## src/rtl/lfsr_pkg.sv

```systemverilog
// Shared definitions for the LFSR draw controller: width, default seed,
// the advance function and the FSM state encoding.
package lfsr_pkg;

    localparam int LFSR_W = 8;
    localparam logic [LFSR_W-1:0] LFSR_SEED_DEFAULT = 8'h01;

    typedef enum logic {
        ST_IDLE = 1'b0,
        ST_RUN  = 1'b1
    } state_t;

    // Fibonacci step; an all-zero state would lock up, so it escapes to 01.
    function automatic logic [LFSR_W-1:0] lfsr_next(input logic [LFSR_W-1:0] l);
        if (l == '0) begin
            return {{(LFSR_W-1){1'b0}}, 1'b1};
        end
        return {l[4] ^ l[3] ^ l[2] ^ l[0], l[7:1]};
    endfunction

endpackage

```

## src/rtl/rr_arb2.sv

```systemverilog
// Two-way round-robin arbiter. The winner output is combinational; the
// pointer remembers the last winner so the other requester wins a tie.
module rr_arb2 (
    input  logic       clk,
    input  logic       rst_n,
    input  logic [1:0] req,
    output logic [1:0] win
);

    // 1 means requester 1 won last; reset value lets requester 0 win the first tie
    logic last_win;

    // Pick the winner: a lone request wins outright, a tie goes to the non-last winner
    always_comb begin
        win = req;
        if (req == 2'b11) begin
            win = last_win ? 2'b01 : 2'b10;
        end
    end

    // Record the winner whenever a grant is issued
    always_ff @(posedge clk or negedge rst_n) begin
        if (!rst_n) begin
            last_win <= 1'b1;
        end else if (|req) begin
            last_win <= win[1];
        end
    end

endmodule

```

## src/rtl/lfsr_draw_ctrl.sv

```systemverilog
// Owns the 8-bit LFSR: seed loading, divided free-run, single-step and idle
// hold, and shares it between two requesters through a round-robin arbiter.
module lfsr_draw_ctrl
    import lfsr_pkg::*;
#(
    parameter int                DIV      = 4,
    parameter logic [LFSR_W-1:0] SEED_RST = LFSR_SEED_DEFAULT
) (
    input  logic              clk,
    input  logic              rst_n,
    input  logic [LFSR_W-1:0] seed,
    input  logic              load,
    input  logic              run,
    input  logic              step,
    input  logic [1:0]        req,
    output logic [1:0]        gnt,
    output logic [LFSR_W-1:0] rnd,
    output logic [LFSR_W-1:0] lfsr_out,
    output logic              running
);

    localparam logic [7:0] DIV_LAST = 8'(DIV - 1);

    state_t            state;
    state_t            state_nxt;
    logic [7:0]        div_cnt;
    logic [7:0]        div_nxt;
    logic [LFSR_W-1:0] lfsr;
    logic [LFSR_W-1:0] lfsr_nxt;
    logic [1:0]        eff;
    logic [1:0]        win;
    logic              tick;
    logic              adv;

    // A requester that was just granted sits out one cycle
    assign eff = req & ~gnt;

    rr_arb2 u_arb (
        .clk   (clk),
        .rst_n (rst_n),
        .req   (eff),
        .win   (win)
    );

    // Next state, divider and LFSR value; all advance causes merge into one step
    always_comb begin
        state_nxt = state;
        if (state == ST_IDLE) begin
            if (run) state_nxt = ST_RUN;
        end else begin
            if (!run) state_nxt = ST_IDLE;
        end

        tick = (state == ST_RUN) && (div_cnt == DIV_LAST);

        div_nxt = '0;
        if (state_nxt == state && state == ST_RUN && !tick) begin
            div_nxt = div_cnt + 8'd1;
        end

        adv = tick || (state == ST_IDLE && step) || (|win);

        lfsr_nxt = lfsr;
        if (load) begin
            lfsr_nxt = seed;
        end else if (adv) begin
            lfsr_nxt = lfsr_next(lfsr);
        end
    end

    // State, divider, LFSR and registered outputs
    always_ff @(posedge clk or negedge rst_n) begin
        if (!rst_n) begin
            state   <= ST_IDLE;
            div_cnt <= '0;
            lfsr    <= SEED_RST;
            gnt     <= '0;
            rnd     <= '0;
            running <= 1'b0;
        end else begin
            state   <= state_nxt;
            div_cnt <= div_nxt;
            lfsr    <= lfsr_nxt;
            gnt     <= win;
            running <= (state_nxt == ST_RUN);
            if (|win) begin
                rnd <= lfsr;
            end
        end
    end

    assign lfsr_out = lfsr;

endmodule

```

## config.mk

```make
export PLATFORM = sky130hd
export DESIGN_NAME = lfsr_draw_ctrl
export DESIGN_NICKNAME = d
export VERILOG_FILES = /design/src/rtl/lfsr_pkg.sv /design/src/rtl/rr_arb2.sv /design/src/rtl/lfsr_draw_ctrl.sv
export SDC_FILE = /design/constraint.sdc
export NUM_CORES = 1
export LEC_CHECK = 0
export CAP_MARGIN = 20
export CORE_UTILIZATION = 50
export DETAILED_ROUTE_END_ITERATION = 10
export PLACE_DENSITY_LB_ADDON = 0.3
export SYNTH_ARGS = -nofsm -noshare
export SYNTH_HDL_FRONTEND = slang
export SYNTH_HIERARCHICAL = 1
export SYNTH_SLANG_ARGS = --single-unit
```

## constraint.sdc

```tcl
create_clock -name clk -period 2.6 [get_ports clk]
set_input_delay 0.52 -clock clk [delete_from_list [all_inputs] [get_ports clk]]
set_output_delay 0.52 -clock clk [all_outputs]
set_load 0.05 [all_outputs]
```

After elaboration in Yosys (flattened, before gate mapping)
Cells that the tools add are included.

cells by class
  add/sub/neg operators = 1
  equal/unequal tests = 3
  multiplexer cells = 11
  bitwise operators = 6
  reduce and logical (&&, ||, !) cells = 11

operators by type and width
  operator             number
  $mux 8               5
  $add 8x1->8 const B  1
  $eq 8x2->1 const B   1
  $logic_not 8->1      1
  $logic_and 1x1->1    4
  $mux 1               4
  $mux 2               2
  $reduce_or 2->1      2
  $xor 1x1->1          3
  $and 2x2->2          1
  $eq 2x2->1 const B   1
  $logic_or 1x1->1     2
  $not 2->2            1
  $reduce_bool 2->1    1
  $eq 1x1->1           1
  $logic_not 1->1      1
  $not 1->1            1

storage, ports and cells
  register bits after elaboration = 28
  input port bits = 15
  output and inout port bits = 19
  logic and storage cells = 38

Logic depth before layout (Yosys ltp)
  word-level depth = 11
  gate-level depth with buffers = 7
  mapped depth without buffers = 6

Cells and area by module
The synthesis kept the hierarchy.

modules (own cells, without submodules)
  module          times used  cells an instance  area each (um2)  seq. area each (um2)
  lfsr_draw_ctrl  1           102                1204.9           676.9
  rr_arb2         1           6                  53.8             26.3

Worst setup path before layout
No wires, ideal clock.

  path kind = reg-to-reg
  start = reg gnt[1]
  end = reg lfsr[4] (netlist: lfsr_out[4])
  library setup time = 0.083 ns
  data arrival time = 1.914 ns
  data required time = 2.517 ns
  setup slack = 0.603 ns
  cell stages (with the launch flop) = 8
  buffers on the path = 1
  period minus slack after synthesis = 1.997 ns
  cell sequence = dfrtp_1 -> nor2b_1 -> a21boi_0 -> or2_1 -> a2111oi_4 -> buf_6 -> nand2_1 -> o21ai_0

between the ends
  cells in the longest elaborated chain, start to end = 7

ends and longest elaborated chain
  item                                  line                  RTL
  from (decl)                           lfsr_draw_ctrl.sv:16  output logic [1:0] gnt,
  from (signal assigned)                lfsr_draw_ctrl.sv:84  gnt <= win;
  $not 2->2 *                           lfsr_draw_ctrl.sv:36  assign eff = req & ~gnt;
  $and 2x2->2 *                         lfsr_draw_ctrl.sv:36
  via eff[1]                            lfsr_draw_ctrl.sv:30  logic [1:0] eff;
  $eq 2x2->1                            rr_arb2.sv:16         if (req == 2'b11) begin
  $mux 2 *                              rr_arb2.sv:16
  via win[1]                            lfsr_draw_ctrl.sv:31  logic [1:0] win;
  $reduce_or 2->1 *                     lfsr_draw_ctrl.sv:61  adv = tick || (state == ST_IDLE && step) || (|win);
  $logic_or 1x1->1 *                    lfsr_draw_ctrl.sv:61
  $reduce_bool 2->1 (no source line) *  -
  to (signal assigned)                  lfsr_draw_ctrl.sv:83  lfsr <= lfsr_nxt;
  to (decl)                             lfsr_draw_ctrl.sv:28  logic [LFSR_W-1:0] lfsr;

The timed path passes the listed nets; every way through them passes the cells marked *.
A chain may end at the register's enable or synchronous reset.

Worst setup path after layout
  start = reg lfsr[0] (netlist: lfsr_out[0])
  end = out lfsr_out[0]

RTL lines
  item       line                  RTL
  to (decl)  lfsr_draw_ctrl.sv:18  output logic [LFSR_W-1:0] lfsr_out,

No word-level cell between the ends.

==> summary.txt <==
Run status - finished clean
Leading area contributor after synthesis - dfrtp_1
Compound-Gate Fraction of Synth Area - 0.09344
Core Area - 0.002297 mm2
Yosys top cell area share - 0.5169
Sequential Area - 703.2 um2
NetSw - 695.2 uW
Num CTS Buffers - 3
Clock Path Buffers - 2
Max-slew violation count - 0
Die width - 52.18 um
Synth warnings - 6
Share of post-route cells with drive strength above 1 - 0.1233
Max-cap violations - 0
Post-route clock period utilization - 0.8816
Net Sw Frac - 0.4152
I/O pins - 34
First-pass GRT wire length - 4098 um
Final Skew - 9.722 ps
Ys flop type - dfrtp_1
Max VDD drop - 925.7 uV
Initial antenna violation count - 0
Crit path max-delay cell type - clkdlybuf4s50_1
Multi-input logic area - 521.8 um2
Dpl hpwl - 1771 um
Final #Nets - 163
RSZ-0062 raised after global routing - false
Vias in the first global route - 893
Setup violations, final - 0
CTS H-tree depth - 1
P per Cell Area - 994.2 mW/mm2
Clk_lat worst skew - 330 ps
Synth Register Bits - 28
CP max stage delay - 820 ps
Pre-CTS setup slack - 35.16 ps
Fillers - 171
Hold Crit Class - reg2reg
Asr flop ratio synth - 1.000
Post-synth EDFFs - 0
Root Driver - clkbuf_4
Clock share of power - 0.170
Ant. Diodes - 0
Yosys cell types - 28
Rel. slew slack - 0.4915
Synth top cells by count - dfrtp_1, nor2_1, nand2_1
Cell-internal power - 979.1 uW
Post-synthesis mux area share - 0.1103
Slew @ Worst Pin - 759.9 ps
Drt first pass iters - 4
Die ar. - 0.002722 mm2
CTS resizes - 0
Clock sink count - 28
Main combinational cell family by area after synthesis - simple AND/OR/NAND/NOR gates
Worst Path Max Fanout - 5
Final min period - 2292 ps
Register area share after synthesis - 0.5586
# port buffers - 33
Clock slew seen by the registers of the worst setup and hold paths - 150 ps
TNS Setup - 0 ps
Syn avg cell area - 11.65 um2
Worst Setup End Kind - output pin
Hold buffers post-CTS - 0
Achievable Freq - 0.4363 GHz
CTS tree - yes
Simple-gate share of the synthesized area - 0.1382
GRT overflow - 0
Crit-path cells - clkdlybuf4s50_1
Rows - 17
Final Hold Fails - 0
Syn Nets - 124
Total number of vias - 935
Crit path arrival time - 1770 ps
Ranking of synthesized cells by area - dfrtp_1, mux2_2, mux2i_1, dfstp_2, xor2_1
Adder-cell share of the synthesized area - 0.009940
CP top delay family - buffers and inverters
Post-route ant nets - 0
Hold WS - 494.1 ps
P_leak - 0.7350 nW
Starting density of the core - 0.5479
Via/cell ratio - 5.374
Mapped Cells - 108
Post-route setup slack - 307.9 ps
Share of power burned in registers - 0.378
Drt drc - 0
Post-Synth XOR/XNOR Area - 0.06262
GR Util All Layers - 0.2093
Largest net degree at the start of global routing - 29
Final core occ - 0.7331
Most frequent cell after synthesis - dfrtp_1
Worst Path Required - 2080 ps
Area Growth Syn to Fin - 33.80%
Startpoint types - flop
WP buf/inv - 1
Placer Congestion - 0.7657
CP Class - reg2out
Setup bufs post-CTS - 0
WL final - 2448 um
Wire per inst - 14.07 um
Die Y - 52.18 um
Cell area after synthesis - 0.001259 mm2
Starting DRT DRC Count - 17
Logic pwr share - 0.453
-- final cells by class --
cell class / instances / share of cell area
repair buffers: 36 / 0.2095
inverters: 5 / 0.01114
flip-flops and latches: 28 / 0.4175
clock inverters: 1 / 0.01783
clock buffers: 3 / 0.01337
well taps: 28 / 0.02080
multi-input cells: 73 / 0.3098
-- final timing paths --
path	from	endpoint	cells after the start	slack, ps
min reg2reg	div_cnt[0]$_DFF_PN0_	div_cnt[0]$_DFF_PN0_	1	490
max in group asynchronous	rst_n	lfsr_out[0]$_DFFE_PN1P_	2	1760
min in group asynchronous	rst_n	gnt[1]$_DFF_PN0_	2	550
max	lfsr_out[0]$_DFFE_PN1P_	lfsr_out[0]	1	310
min	div_cnt[0]$_DFF_PN0_	div_cnt[0]$_DFF_PN0_	1	490
max reg2reg	gnt[0]$_DFF_PN0_	lfsr_out[7]$_DFFE_PN0P_	7	640
-- kinds of logic (layout without fill, tap and decap cells) --
kind of cell,Yosys count,count (layout)
flip-flops,28,28
buffers and inverters,7,45
multiplexers,13,13
AND/OR/NAND/NOR,34,34
AO/OA/AOI/OAI,16,16
adder cells (fa/ha/maj),1,1
XOR/XNOR,9,9
-- registers in the layout (all words and copies together) (netlist names) --
signal / cells
gnt: 2
rnd: 8
lfsr_out: 8
u_arb/last_win: 1
div_cnt: 8
state: 1
-- power groups by stage --
| stage | combinational [mW] | sequential (mW) | clock, mW |
|---|---|---|---|
| after floorplan | 0.166 | 0.964 | 0 |
| after global placement | 0.752 | 0.635 | 0 |
| after detailed placement | 0.760 | 0.640 | 0 |
| after CTS | 0.762 | 0.633 | 0.290 |
| after global routing | 0.795 | 0.647 | 0.304 |
| final | 0.758 | 0.632 | 0.284 |
-- cell usage in the layout (no fill, tap or decap), types with 2 or more instances in the layout --
cell type | Yosys | final
a21oi_1 | 3 | 3
a221oi_1 | 2 | 2
and3_1 | 2 | 2
buf_4 | 0 | 3
clkbuf_4 | 0 | 3
clkdlybuf4s50_1 | 0 | 33
dfrtp_1 | 26 | 26
dfstp_2 | 2 | 2
inv_1 | 5 | 5
mux2_2 | 7 | 7
mux2i_1 | 6 | 6
nand2_1 | 9 | 9
nand3_1 | 3 | 3
nor2_1 | 10 | 10
nor2b_1 | 3 | 3
nor4_1 | 2 | 2
o21ai_0 | 7 | 7
xnor2_1 | 4 | 4
xor2_1 | 5 | 5
-- layer usage --
metal / vias to the layer above / part of all wire / wire, um / GRT usage
met3: 4 / 0.047 / 116 / 0.02899
met2: 28 / 0.48 / 1166 / 0.3333
met4: 0 / 0.012 / 30 / 0.07895
met1: 456 / 0.46 / 1135 / 0.2903
met5: - / 0 / 0 / 0
li1: 447 / - / - / -
-- through the flow --
| step | total power, mW | std cells | cell area, um2 |
|---|---|---|---|
| 2_1_floorplan | 1.130 | 108 | 1259 |
| 3_3_place_gp | 1.387 | 170 | 1632 |
| 3_5_place_dp | 1.400 | 170 | 1632 |
| 4_1_cts | 1.684 | 174 | 1684 |
| 5_1_grt | 1.747 | 174 | 1684 |
| 6_report | 1.674 | 174 | 1684 |
Note: power is estimated with default switching activity, not from simulation.
